### src/rtl/controller_poll_scheduler.sv
// controller_poll_scheduler: latch/clock sequencer that reads both NES controller ports per poll.
// Optional CONTROLLER_POLL_DEBOUNCE_EN: publish a port only when two consecutive samples agree.
module controller_poll_scheduler #(
  parameter int LATCH_CYCLES       = 2,
  parameter int HALF_PERIOD_CYCLES = 1,
  parameter int NUM_BUTTONS        = 8
) (
  input  logic       clk_1,
  input  logic       rst,
  input  logic       poll_start,
  output logic       controller_latch,
  output logic       controller_clk_out,
  input  logic       controller_1_data_in_B,
  input  logic       controller_2_data_in_B,
  output logic [7:0] controller_1_buttons_out,
  output logic [7:0] controller_2_buttons_out,
  output logic       busy,
  output logic       poll_done
);

  typedef enum logic [2:0] {
    IDLE,
    LATCH,
    CLK_LOW,
    CLK_HIGH,
    DONE
  } state_t;

  localparam int TMAX = (LATCH_CYCLES > HALF_PERIOD_CYCLES)
                      ? LATCH_CYCLES : HALF_PERIOD_CYCLES;
  localparam int TW = $clog2(TMAX + 1);
  localparam logic [TW-1:0] LATCH_LAST = TW'(LATCH_CYCLES - 1);
  localparam logic [TW-1:0] HALF_LAST  = TW'(HALF_PERIOD_CYCLES - 1);
  localparam logic [3:0]    NB         = 4'(NUM_BUTTONS);

  state_t        state, state_nx;
  logic [TW-1:0] timer, timer_nx;
  logic [3:0]    bit_cnt, bit_cnt_nx;
  logic [7:0]    sh1, sh1_nx;
  logic [7:0]    sh2, sh2_nx;
  logic          pending, pending_nx;
  logic          start_poll;
  logic [2:0]    idx;

  // Bits land left-aligned, first received in bit 7.
  assign idx = 3'(4'd7 - bit_cnt);

  always_comb begin
    state_nx   = state;
    timer_nx   = timer + 1'b1;
    bit_cnt_nx = bit_cnt;
    sh1_nx     = sh1;
    sh2_nx     = sh2;
    pending_nx = pending | poll_start;
    start_poll = 1'b0;
    unique case (state)
      IDLE: begin
        timer_nx   = '0;
        pending_nx = 1'b0;
        if (poll_start) begin
          state_nx   = LATCH;
          start_poll = 1'b1;
        end
      end
      LATCH: begin
        if (timer == LATCH_LAST) begin
          state_nx = CLK_LOW;
          timer_nx = '0;
        end
      end
      CLK_LOW: begin
        if (timer == HALF_LAST) begin
          sh1_nx[idx] = ~controller_1_data_in_B;
          sh2_nx[idx] = ~controller_2_data_in_B;
          state_nx    = CLK_HIGH;
          timer_nx    = '0;
        end
      end
      CLK_HIGH: begin
        if (timer == HALF_LAST) begin
          timer_nx   = '0;
          bit_cnt_nx = bit_cnt + 1'b1;
          if (bit_cnt + 4'd1 == NB) state_nx = DONE;
          else                      state_nx = CLK_LOW;
        end
      end
      DONE: begin
        timer_nx   = '0;
        pending_nx = 1'b0;
        // A request arriving now, or held earlier, restarts with no idle gap.
        if (pending || poll_start) begin
          state_nx   = LATCH;
          start_poll = 1'b1;
        end else begin
          state_nx = IDLE;
        end
      end
      default: begin
        state_nx = IDLE;
        timer_nx = '0;
      end
    endcase
    if (start_poll) begin
      bit_cnt_nx = '0;
      sh1_nx     = '0;
      sh2_nx     = '0;
    end
  end

  always_ff @(posedge clk_1) begin
    if (rst) begin
      state              <= IDLE;
      timer              <= '0;
      bit_cnt            <= '0;
      sh1                <= '0;
      sh2                <= '0;
      pending            <= 1'b0;
      controller_latch   <= 1'b0;
      controller_clk_out <= 1'b0;
      busy               <= 1'b0;
      poll_done          <= 1'b0;
    end else begin
      state              <= state_nx;
      timer              <= timer_nx;
      bit_cnt            <= bit_cnt_nx;
      sh1                <= sh1_nx;
      sh2                <= sh2_nx;
      pending            <= pending_nx;
      controller_latch   <= (state_nx == LATCH);
      controller_clk_out <= (state_nx == CLK_HIGH);
      busy               <= (state_nx != IDLE);
      poll_done          <= (state_nx == DONE);
    end
  end

`ifdef CONTROLLER_POLL_DEBOUNCE_EN
  logic [7:0] raw1, raw2;

  always_ff @(posedge clk_1) begin
    if (rst) begin
      raw1                     <= '0;
      raw2                     <= '0;
      controller_1_buttons_out <= '0;
      controller_2_buttons_out <= '0;
    end else if (state_nx == DONE) begin
      raw1 <= sh1;
      raw2 <= sh2;
      if (sh1 == raw1) controller_1_buttons_out <= sh1;
      if (sh2 == raw2) controller_2_buttons_out <= sh2;
    end
  end
`else
  always_ff @(posedge clk_1) begin
    if (rst) begin
      controller_1_buttons_out <= '0;
      controller_2_buttons_out <= '0;
    end else if (state_nx == DONE) begin
      controller_1_buttons_out <= sh1;
      controller_2_buttons_out <= sh2;
    end
  end
`endif

endmodule

### config.mk
export PLATFORM = sky130hd
export DESIGN_NAME = controller_poll_scheduler
export DESIGN_NICKNAME = d
export VERILOG_FILES = /design/src/rtl/controller_poll_scheduler.sv
export SDC_FILE = /design/constraint.sdc
export NUM_CORES = 1
export LEC_CHECK = 0
export CORE_MARGIN = 4
export CORE_UTILIZATION = 54
export DETAILED_ROUTE_END_ITERATION = 16
export PLACE_DENSITY = 0.83
export SETUP_SLACK_MARGIN = 0.2
export SLEW_MARGIN = 20
export SYNTH_ARGS = -nofsm -noshare
export SYNTH_HDL_FRONTEND = slang
export SYNTH_SLANG_ARGS = --single-unit
### constraint.sdc
create_clock -name clk_1 -period 2.2 [get_ports clk_1]
set_clock_uncertainty 0.15 [all_clocks]
set_input_delay 0.44 -clock clk_1 [delete_from_list [all_inputs] [get_ports clk_1]]
set_output_delay 0.44 -clock clk_1 [all_outputs]
set_load 0.005 [all_outputs]
==> results of run 1 <==
-- Yosys cell counts --
library cell | number | area share, %
dfxtp_1 | 46 | 48
nor2_1 | 44 | 8.5
mux2i_1 | 17 | 8.8
a211oi_1 | 16 | 6.2
a21oi_1 | 7 | 1.8
nand2_1 | 6 | 1.2
clkbuf_1 | 5 | 0.97
inv_1 | 5 | 0.97
buf_6 | 4 | 2.3
ha_1 | 4 | 2.6
nor4b_4 | 3 | 3.7
and2_1 | 2 | 0.65
buf_1 | 2 | 0.39
buf_2 | 2 | 0.52
buf_4 | 2 | 0.77
nor2b_1 | 2 | 0.65
nor3_1 | 2 | 0.52
nor3_2 | 2 | 1.0
nor4_1 | 2 | 0.65
o31ai_1 | 2 | 0.77
a211o_1 | 1 | 0.45
a211oi_2 | 1 | 0.65
a21bo_2 | 1 | 0.52
a311oi_1 | 1 | 0.45
buf_12 | 1 | 1.0
nand3_1 | 1 | 0.26
nand3b_1 | 1 | 0.39
nand3b_2 | 1 | 0.58
nand4b_4 | 1 | 1.2
nand4bb_1 | 1 | 0.58
nor4_4 | 1 | 1.1
nor4b_1 | 1 | 0.45
o21ai_0 | 1 | 0.26
o22ai_1 | 1 | 0.32
or3_1 | 1 | 0.32
xnor2_1 | 1 | 0.45
xor2_1 | 1 | 0.45
-- critical path: stages (launching register included) --
cell	delay [ns]
dfxtp_1	0.35
inv_1	0.12
ha_4	0.19
nand4bb_1	0.11
buf_4	0.21
nor4b_4	0.39
nor2_1	0.07
a211oi_1	0.22
-- path summary, 6_finish.rpt --
check | endpoint | start | slack, ns | cells after the start
setup / recovery | sh1[6] | timer[0] | 0.32 | 7
hold / removal | controller_2_buttons_out[1] | controller_2_buttons_out[1] | 0.36 | 2
setup reg to reg | sh1[6] | timer[0] | 0.32 | 7
hold reg to reg | controller_2_buttons_out[1] | controller_2_buttons_out[1] | 0.36 | 2
-- sequential cells by signal, indices dropped and copies added (netlist names) --
name,cells
timer,2
controller_latch,1
poll_done,1
sh2,8
busy,1
bit_cnt,4
controller_clk_out,1
state,3
sh1,8
controller_1_buttons_out,8
pending,1
controller_2_buttons_out,8
-- cell type report --
cell class	count	area share [%]
clock inverter	2	1.627
inverter	5	0.8135
clock buffer	6	1.790
tap	46	2.495
timing repair buffer	33	13.50
sequential	46	40.02
multi-input combinational	125	39.75
-- kinds of logic after synthesis --
kind of cell,share of synthesized area [%]
flip-flops,47.55
AO/OA/AOI/OAI,11.43
multiplexers,8.785
adder cells (fa/ha/maj),2.584
AND/OR/NAND/NOR,21.77
buffers and inverters,6.977
XOR/XNOR,0.9046
-- power by group through the flow --
stage / registers (mW) / logic (mW) / clock network (mW)
final: 0.875 / 0.131 / 0.496
after floorplan: 0.879 / 0.0890 / 0
after detailed placement: 0.893 / 0.123 / 0
after global placement: 0.891 / 0.115 / 0
after CTS: 0.874 / 0.124 / 0.512
after global routing: 0.880 / 0.144 / 0.544
-- metal layers --
metal	track usage, %	vias up	part of all wire [%]
met5	0	-	0
met2	28.68	36	51
met4	6.203	0	1.0
met1	21.32	673	44
li1	-	706	-
met3	5.090	4	4.3
==> flow_summary.json, run 1 <==
{
  "hold_class": "register to register",
  "hpwl_um": 2520,
  "die_h_um": 67.89,
  "clkSinkCount": 46,
  "grt.total_usage_pct": 17.29,
  "cp-end-kind": "register",
  "synth_area_mm2": 0.001937,
  "worstSkewPairLatency_ns": 0.35,
  "crit_type": "register to register",
  "ys_seq_area_share_pct": 47.55,
  "core_area_mm2": 0.003390,
  "htreeDepth": 2,
  "final_util_pct": 68.07,
  "hold_violations": 0,
  "synth_nets": 201,
  "wirelength_um": 3511,
  "gr-total-overflow": 0,
  "grt_setup_unrepaired": "no",
  "min_period_ns": 1.884,
  "tns_ns": 0,
  "syn_avg_cell_area_um2": 10.09,
  "cap_violations": 0,
  "dpl_cell_area_mm2": 0.002191,
  "dieArea_mm2": 0.004609,
  "grt_pass1_vias": 1360,
  "syn_to_final_growth_pct": 19.12,
  "drc": 0,
  "p_clk_share_pct": 33.0,
  "start_util_pct": 57.14,
  "max_freq_mhz": 530.8,
  "yosysUniqueCellTypes": 37,
  "drtAntennaViolNets": 0,
  "min_period_over_period_pct": 85.64,
  "numCtsBuffers": 5,
  "viasPerCell": 5.395,
  "final_cell_mix": "nor2_1 (44), dfxtp_1 (44), clkdlybuf4s50_1 (24), mux2i_1 (17), a211oi_1 (15)",
  "power_density_mw_per_mm2": 650.9,
  "layout.nets": 225,
  "ctsResizeCount": 0,
  "cp-start-kind": "register",
  "design_area_mm2": 0.002307,
  "antenna_found_initial": 0,
  "critical_path_arrival_ns": 2.00,
  "setup_viol": 0,
  "gp_congestion": 0.8637,
  "slew_headroom_pct": 70.90,
  "io_buffer_count": 24,
  "power_switching_mw": 0.3491,
  "ir_drop_uv": 374.3,
  "synth_seq_cells": 46,
  "path_max_fanout": 8,
  "critical_path_required_ns": 2.32,
  "fin_ws_ns": 0.3159,
  "cts_setup_buffers": 0,
  "p_comb_share_pct": 8.7,
  "p_leak_nw": 0.7389,
  "grt_first_pass_wirelength_um": 6065,
  "dp_cells": 255,
  "fp.dieW_um": 67.89,
  "yosys_warnings": 0,
  "worstMarginPinSlew_ns": 0.4359,
  "hold_ws_ns": 0.3553,
  "row_count": 21,
  "status": "finished, final reports clean",
  "p_seq_share_pct": 58.3,
  "cts.clk_slew.worst_paths_ns": 0.13,
  "fillers": 254,
  "final_cells": 263,
  "vias": 1419,
  "postCtsHoldBufs": 0,
  "firstDrtPassIters": 4,
  "post-place-ws_ns": 0.06287,
  "routedWlPerCell_um": 13.35,
  "ios": 25,
  "first_iter_violations": 61,
  "intPower_mw": 1.153,
  "cts_buffer_depth": 2,
  "cts-root-buf": "clkbuf_4",
  "antenna-diode-count": 0,
  "cts_tree": "built",
  "finalMaxSlewViolations": 0,
  "ff_latch_area_um2": 923.4,
  "synthCells": 192,
  "layout-drive-gt1-share_pct": 14.75,
  "switching_share_pct": 23.25,
  "multi_input_area_um2": 917.1,
  "power_mw": 1.502,
  "grt_max_degree": 21
}
Power figures use the tool's default switching activity.
==> run 2, diff against run 1 <==
- PLACE_DENSITY: 0.83 -> 0.88
==> flow_summary.json, run 2 (synthesized netlist as in run 1, its figures left out) <==
{
  "status": "finished, final reports clean",
  "vias": 1392,
  "dieArea_mm2": 0.004609,
  "cts-root-buf": "clkbuf_4",
  "cts_tree": "built",
  "top_layer": "met4",
  "cp-end-kind": "register",
  "layout.nets": 226,
  "drtAntennaViolNets": 0,
  "cap_violations": 0,
  "fp.dieW_um": 67.89,
  "antenna_found_initial": 0,
  "grt_pass1_vias": 1275,
  "worstMarginPinSlew_ns": 0.4759,
  "wirelength_um": 3343,
  "grt_first_pass_wirelength_um": 5651,
  "gp_congestion": 0.8521,
  "tns_ns": 0,
  "grt.total_usage_pct": 16.27,
  "postCtsHoldBufs": 0,
  "final_cell_mix": "dfxtp_1 (45), nor2_1 (44), clkdlybuf4s50_1 (24), mux2i_1 (17), a211oi_1 (16)",
  "switching_share_pct": 24.59,
  "numCtsBuffers": 5,
  "mostFrequentLayoutCell": "dfxtp_1",
  "crit_buf_inv": 1,
  "min_period_over_period_pct": 84.71,
  "syn_to_final_growth_pct": 16.80,
  "route.met2.wl_um": 1569,
  "power_switching_mw": 0.3356,
  "cts.clk_slew.worst_paths_ns": 0.12,
  "p_clk_share_pct": 26.9,
  "crit_type": "register to register",
  "min_period_ns": 1.864,
  "cp_slowest_cell": "dfxtp_1",
  "gr-total-overflow": 0,
  "setup_viol": 0,
  "m1WireLength_um": 1569,
  "layout-drive-gt1-share_pct": 13.36,
  "crit_family": "flip-flops",
  "clkSinkCount": 46,
  "critical_path_required_ns": 2.30,
  "critical_path_arrival_ns": 1.96,
  "io_buffer_count": 24,
  "ios": 25,
  "max_freq_mhz": 536.6,
  "path_max_fanout": 15,
  "dp_cells": 256,
  "dr_wl_met3_um": 150,
  "first_iter_violations": 65,
  "final_cells": 263,
  "hpwl_um": 2400,
  "row_count": 21,
  "start_util_pct": 57.14,
  "grt_max_degree": 21,
  "firstDrtPassIters": 4,
  "slew_headroom_pct": 68.06,
  "core_area_mm2": 0.003390,
  "p_seq_share_pct": 63.9,
  "worstSkewPairLatency_ns": 0.34,
  "htreeDepth": 2,
  "finalMaxSlewViolations": 0,
  "slowest_delay_ns": 0.52,
  "hold_class": "register to register",
  "routedWlPerCell_um": 12.71,
  "crit_chain": "ha_1, nand2_1, a211oi_4, buf_6, mux2i_1, nor2_1",
  "p_leak_nw": 0.7255,
  "drc": 0,
  "cp-start-kind": "register",
  "die_h_um": 67.89,
  "grt_setup_unrepaired": "no",
  "viasPerCell": 5.293,
  "p_comb_share_pct": 9.2,
  "intPower_mw": 1.029,
  "ir_drop_uv": 379.9,
  "antenna-diode-count": 0,
  "ctsResizeCount": 0,
  "hold_violations": 0,
  "cts_setup_buffers": 0,
  "power_density_mw_per_mm2": 603.3,
  "cts_buffer_depth": 2
}
run 2: path summary, 6_finish.rpt:
path | cells after the start | endpoint | from | slack, ns
setup / recovery | 6 | controller_1_buttons_out[0] | bit_cnt[0] | 0.34
hold / removal | 2 | controller_2_buttons_out[4] | controller_2_buttons_out[4] | 0.35
setup reg to reg | 6 | controller_1_buttons_out[0] | bit_cnt[0] | 0.34
hold reg to reg | 2 | controller_2_buttons_out[4] | controller_2_buttons_out[4] | 0.35
run 2: final cells by class:
cell class	instances	area, um2
fill	257	1127
multi-input combinational	125	895.9
sequential	46	922.1
tap	46	57.56
clock inverter	1	7.507
inverter	5	18.77
clock buffer	6	41.29
timing repair buffer	34	319.1
run 2: stage by stage:
step	worst slack, ns	power, mW	utilization (%)	hold WS (ns)	instance area, um2
5_1_grt	0.2040	1.430	66.74	0.3776	2262
6_report	0.3365	1.365	66.74	0.3549	2262
3_3_place_gp	0.2570	1.012	65.08	0.3244	2206
4_1_cts	0.2288	1.378	66.52	0.3585	2255
2_1_floorplan	0.4405	0.9681	-	0.3107	1937
3_5_place_dp	0.1892	1.017	65.08	0.3325	2206
run 2: power groups by stage:
stage / Sequential [mW] / Combinational (mW) / Clock [mW]
after floorplan: 0.879 / 0.0890 / 0
after global placement: 0.890 / 0.122 / 0
after detailed placement: 0.891 / 0.125 / 0
after CTS: 0.873 / 0.125 / 0.380
after global routing: 0.876 / 0.137 / 0.417
final: 0.873 / 0.126 / 0.367
run 2: tightest hold or removal path, stage by stage (launching register included):
cell     delay [ns]
dfxtp_1        0.35
mux2i_1        0.06
nor2_1         0.07
run 2: metal layers:
layer | vias up | track usage (%)
met2 | 25 | 26.61
met4 | 0 | 6.452
met3 | 6 | 4.926
met1 | 650 | 20.04
li1 | 711 | -
met5 | - | 0
==> run 3, diff against run 2 <==
- clock period: 2.2 -> 2 ns (I/O delays scaled with it)
==> flow_summary.json, run 3 (synthesized netlist as in run 1, its figures left out) <==
{
  "status": "finished, final reports clean",
  "antenna_found_initial": 0,
  "drc": 0,
  "critical_path_required_ns": 2.12,
  "min_period_over_period_pct": 89.28,
  "die_h_um": 67.89,
  "min_period_ns": 1.786,
  "finalMaxSlewViolations": 0,
  "viasPerCell": 5.277,
  "r2r_cells": 7,
  "max_freq_mhz": 560.0,
  "worstSkewPairLatency_ns": 0.37,
  "p_leak_nw": 1.114,
  "rr_endpoint": "controller_1_buttons_out[6]",
  "layout.nets": 233,
  "grt_setup_unrepaired": "yes",
  "cp-end-kind": "register",
  "setup_viol": 0,
  "grt_first_pass_wirelength_um": 6058,
  "cts.clk_slew.worst_paths_ns": 0.12,
  "numCtsBuffers": 5,
  "cap_violations": 0,
  "first_iter_violations": 57,
  "critical_path_arrival_ns": 1.90,
  "dieArea_mm2": 0.004609,
  "crit_type": "register to register",
  "cts_tree": "built",
  "htreeDepth": 2,
  "gr-total-overflow": 0,
  "clkSinkCount": 46,
  "vias": 1430,
  "io_buffer_count": 24,
  "grt.total_usage_pct": 18.18,
  "grt_max_degree": 21,
  "tns_ns": 0,
  "firstDrtPassIters": 4,
  "path_max_fanout": 15,
  "hold_violations": 0,
  "hpwl_um": 2542,
  "fp.dieW_um": 67.89,
  "hold_class": "register to register",
  "worstMarginPinSlew_ns": 0.3974,
  "row_count": 21,
  "slew_headroom_pct": 73.42,
  "dp_cells": 259,
  "start_util_pct": 57.14,
  "slowest_delay_ns": 0.35,
  "ios": 25,
  "antenna-diode-count": 0,
  "syn_to_final_growth_pct": 27.71,
  "layout-drive-gt1-share_pct": 28.89,
  "power_density_mw_per_mm2": 658.7,
  "r2r_start": "timer[1]",
  "fillers": 221,
  "grt_pass1_vias": 1341,
  "min_path_cells": 2,
  "final_cell_mix": "nor2_1 (44), dfxtp_1 (24), dfxtp_2 (21), mux2i_1 (17), dlymetal6s2s_1 (17)",
  "gp_congestion": 0.8186,
  "cp-start-kind": "register",
  "crit_start": "timer[1]",
  "worstSetupEndpoint": "controller_1_buttons_out[6]",
  "power_mw": 1.629,
  "cts-root-buf": "clkbuf_4",
  "reg2reg_setup_slack_ns": 0.21,
  "cts_buffer_depth": 2,
  "crit_chain": "inv_2, ha_4, nand4b_4, a211oi_4, buf_12, mux2i_1, nor2_1",
  "cp_slowest_cell": "dfxtp_2",
  "drtAntennaViolNets": 0,
  "final_cells": 271,
  "ir_drop_uv": 414.5,
  "mostFrequentLayoutCell": "nor2_1",
  "routedWlPerCell_um": 15.00,
  "wirelength_um": 4064,
  "core_area_mm2": 0.003390
}
## run 3: cell count changes in the layout (fill, tap and decap cells not counted), sizes merged
cell and change:
clkinvlp -1, clkdlybuf4s50 -17, dlymetal6s2s +17, clkbuf +1, clkinv +1, buf +7
## run 3: worst min-delay path by stage
stage | start | end
2_1_floorplan | pending | pending
3_3_place_gp | controller_2_buttons_out[1] | controller_2_buttons_out[1]
3_5_place_dp | controller_2_buttons_out[2] | controller_2_buttons_out[2]
4_1_cts | sh2[1] | sh2[1]
5_1_grt | controller_1_buttons_out[0] | controller_1_buttons_out[0]
6_report | controller_1_buttons_out[7] | controller_1_buttons_out[7]
## run 3: report_power, final
part | total [mW] | switching, mW | internal, mW | leakage (nW)
Clock | 0.503 | 0.295 | 0.208 | 0.0415
Sequential | 0.951 | 0.0137 | 0.937 | 0.383
Combinational | 0.175 | 0.0947 | 0.0807 | 0.690
Total | 1.63 | 0.404 | 1.23 | 1.11
## run 3: stage by stage
step                      hold WS [ns]  setup slack [ns]  util (%)  cell area, um2
final                           0.3473            0.2144     72.98            2474
after global routing            0.3649            0.1222     72.98            2474
after global placement          0.3246           0.07432     66.48            2253
after detailed placement        0.3331           0.04706     66.48            2253
after CTS                       0.3633            0.2027     69.84            2367
after floorplan                 0.3107            0.2405         -            1937
## run 3: worst max-delay path, delay by kind of cell (launching register included)
family / cells / cell delay [ns]
multiplexers: 1 / 0.26
flip-flops: 1 / 0.35
AND/OR/NAND/NOR: 2 / 0.23
buffers and inverters: 2 / 0.27
AO/OA/AOI/OAI: 1 / 0.26
adder cells (fa/ha/maj): 1 / 0.16
## run 3: timing repair
item,CTS,global route
gates resized for setup,7,43
pin swaps,2,6
setup buffers,2,2
endpoints found under the setup margin,27,53
hold buffers,0,0
## run 3: area by class of cell
class / instances / area, um2 / share of cell area [%]
inverters: 5 / 18.77 / 0.7587
well taps: 46 / 57.56 / 2.327
flip-flops and latches: 46 / 950.9 / 38.44
repair buffers: 41 / 439.2 / 17.75
clock inverters: 1 / 8.758 / 0.3541
clock buffers: 7 / 65.06 / 2.630
multi-input cells: 125 / 933.4 / 37.73
## run 3: layer usage
layer | global-route usage, % | up-vias | wire [um]
li1 | - | 728 | -
met1 | 20.25 | 676 | 1760
met2 | 30.62 | 19 | 2074
met3 | 6.897 | 7 | 157
met4 | 8.437 | 0 | 72
met5 | 0 | - | 0
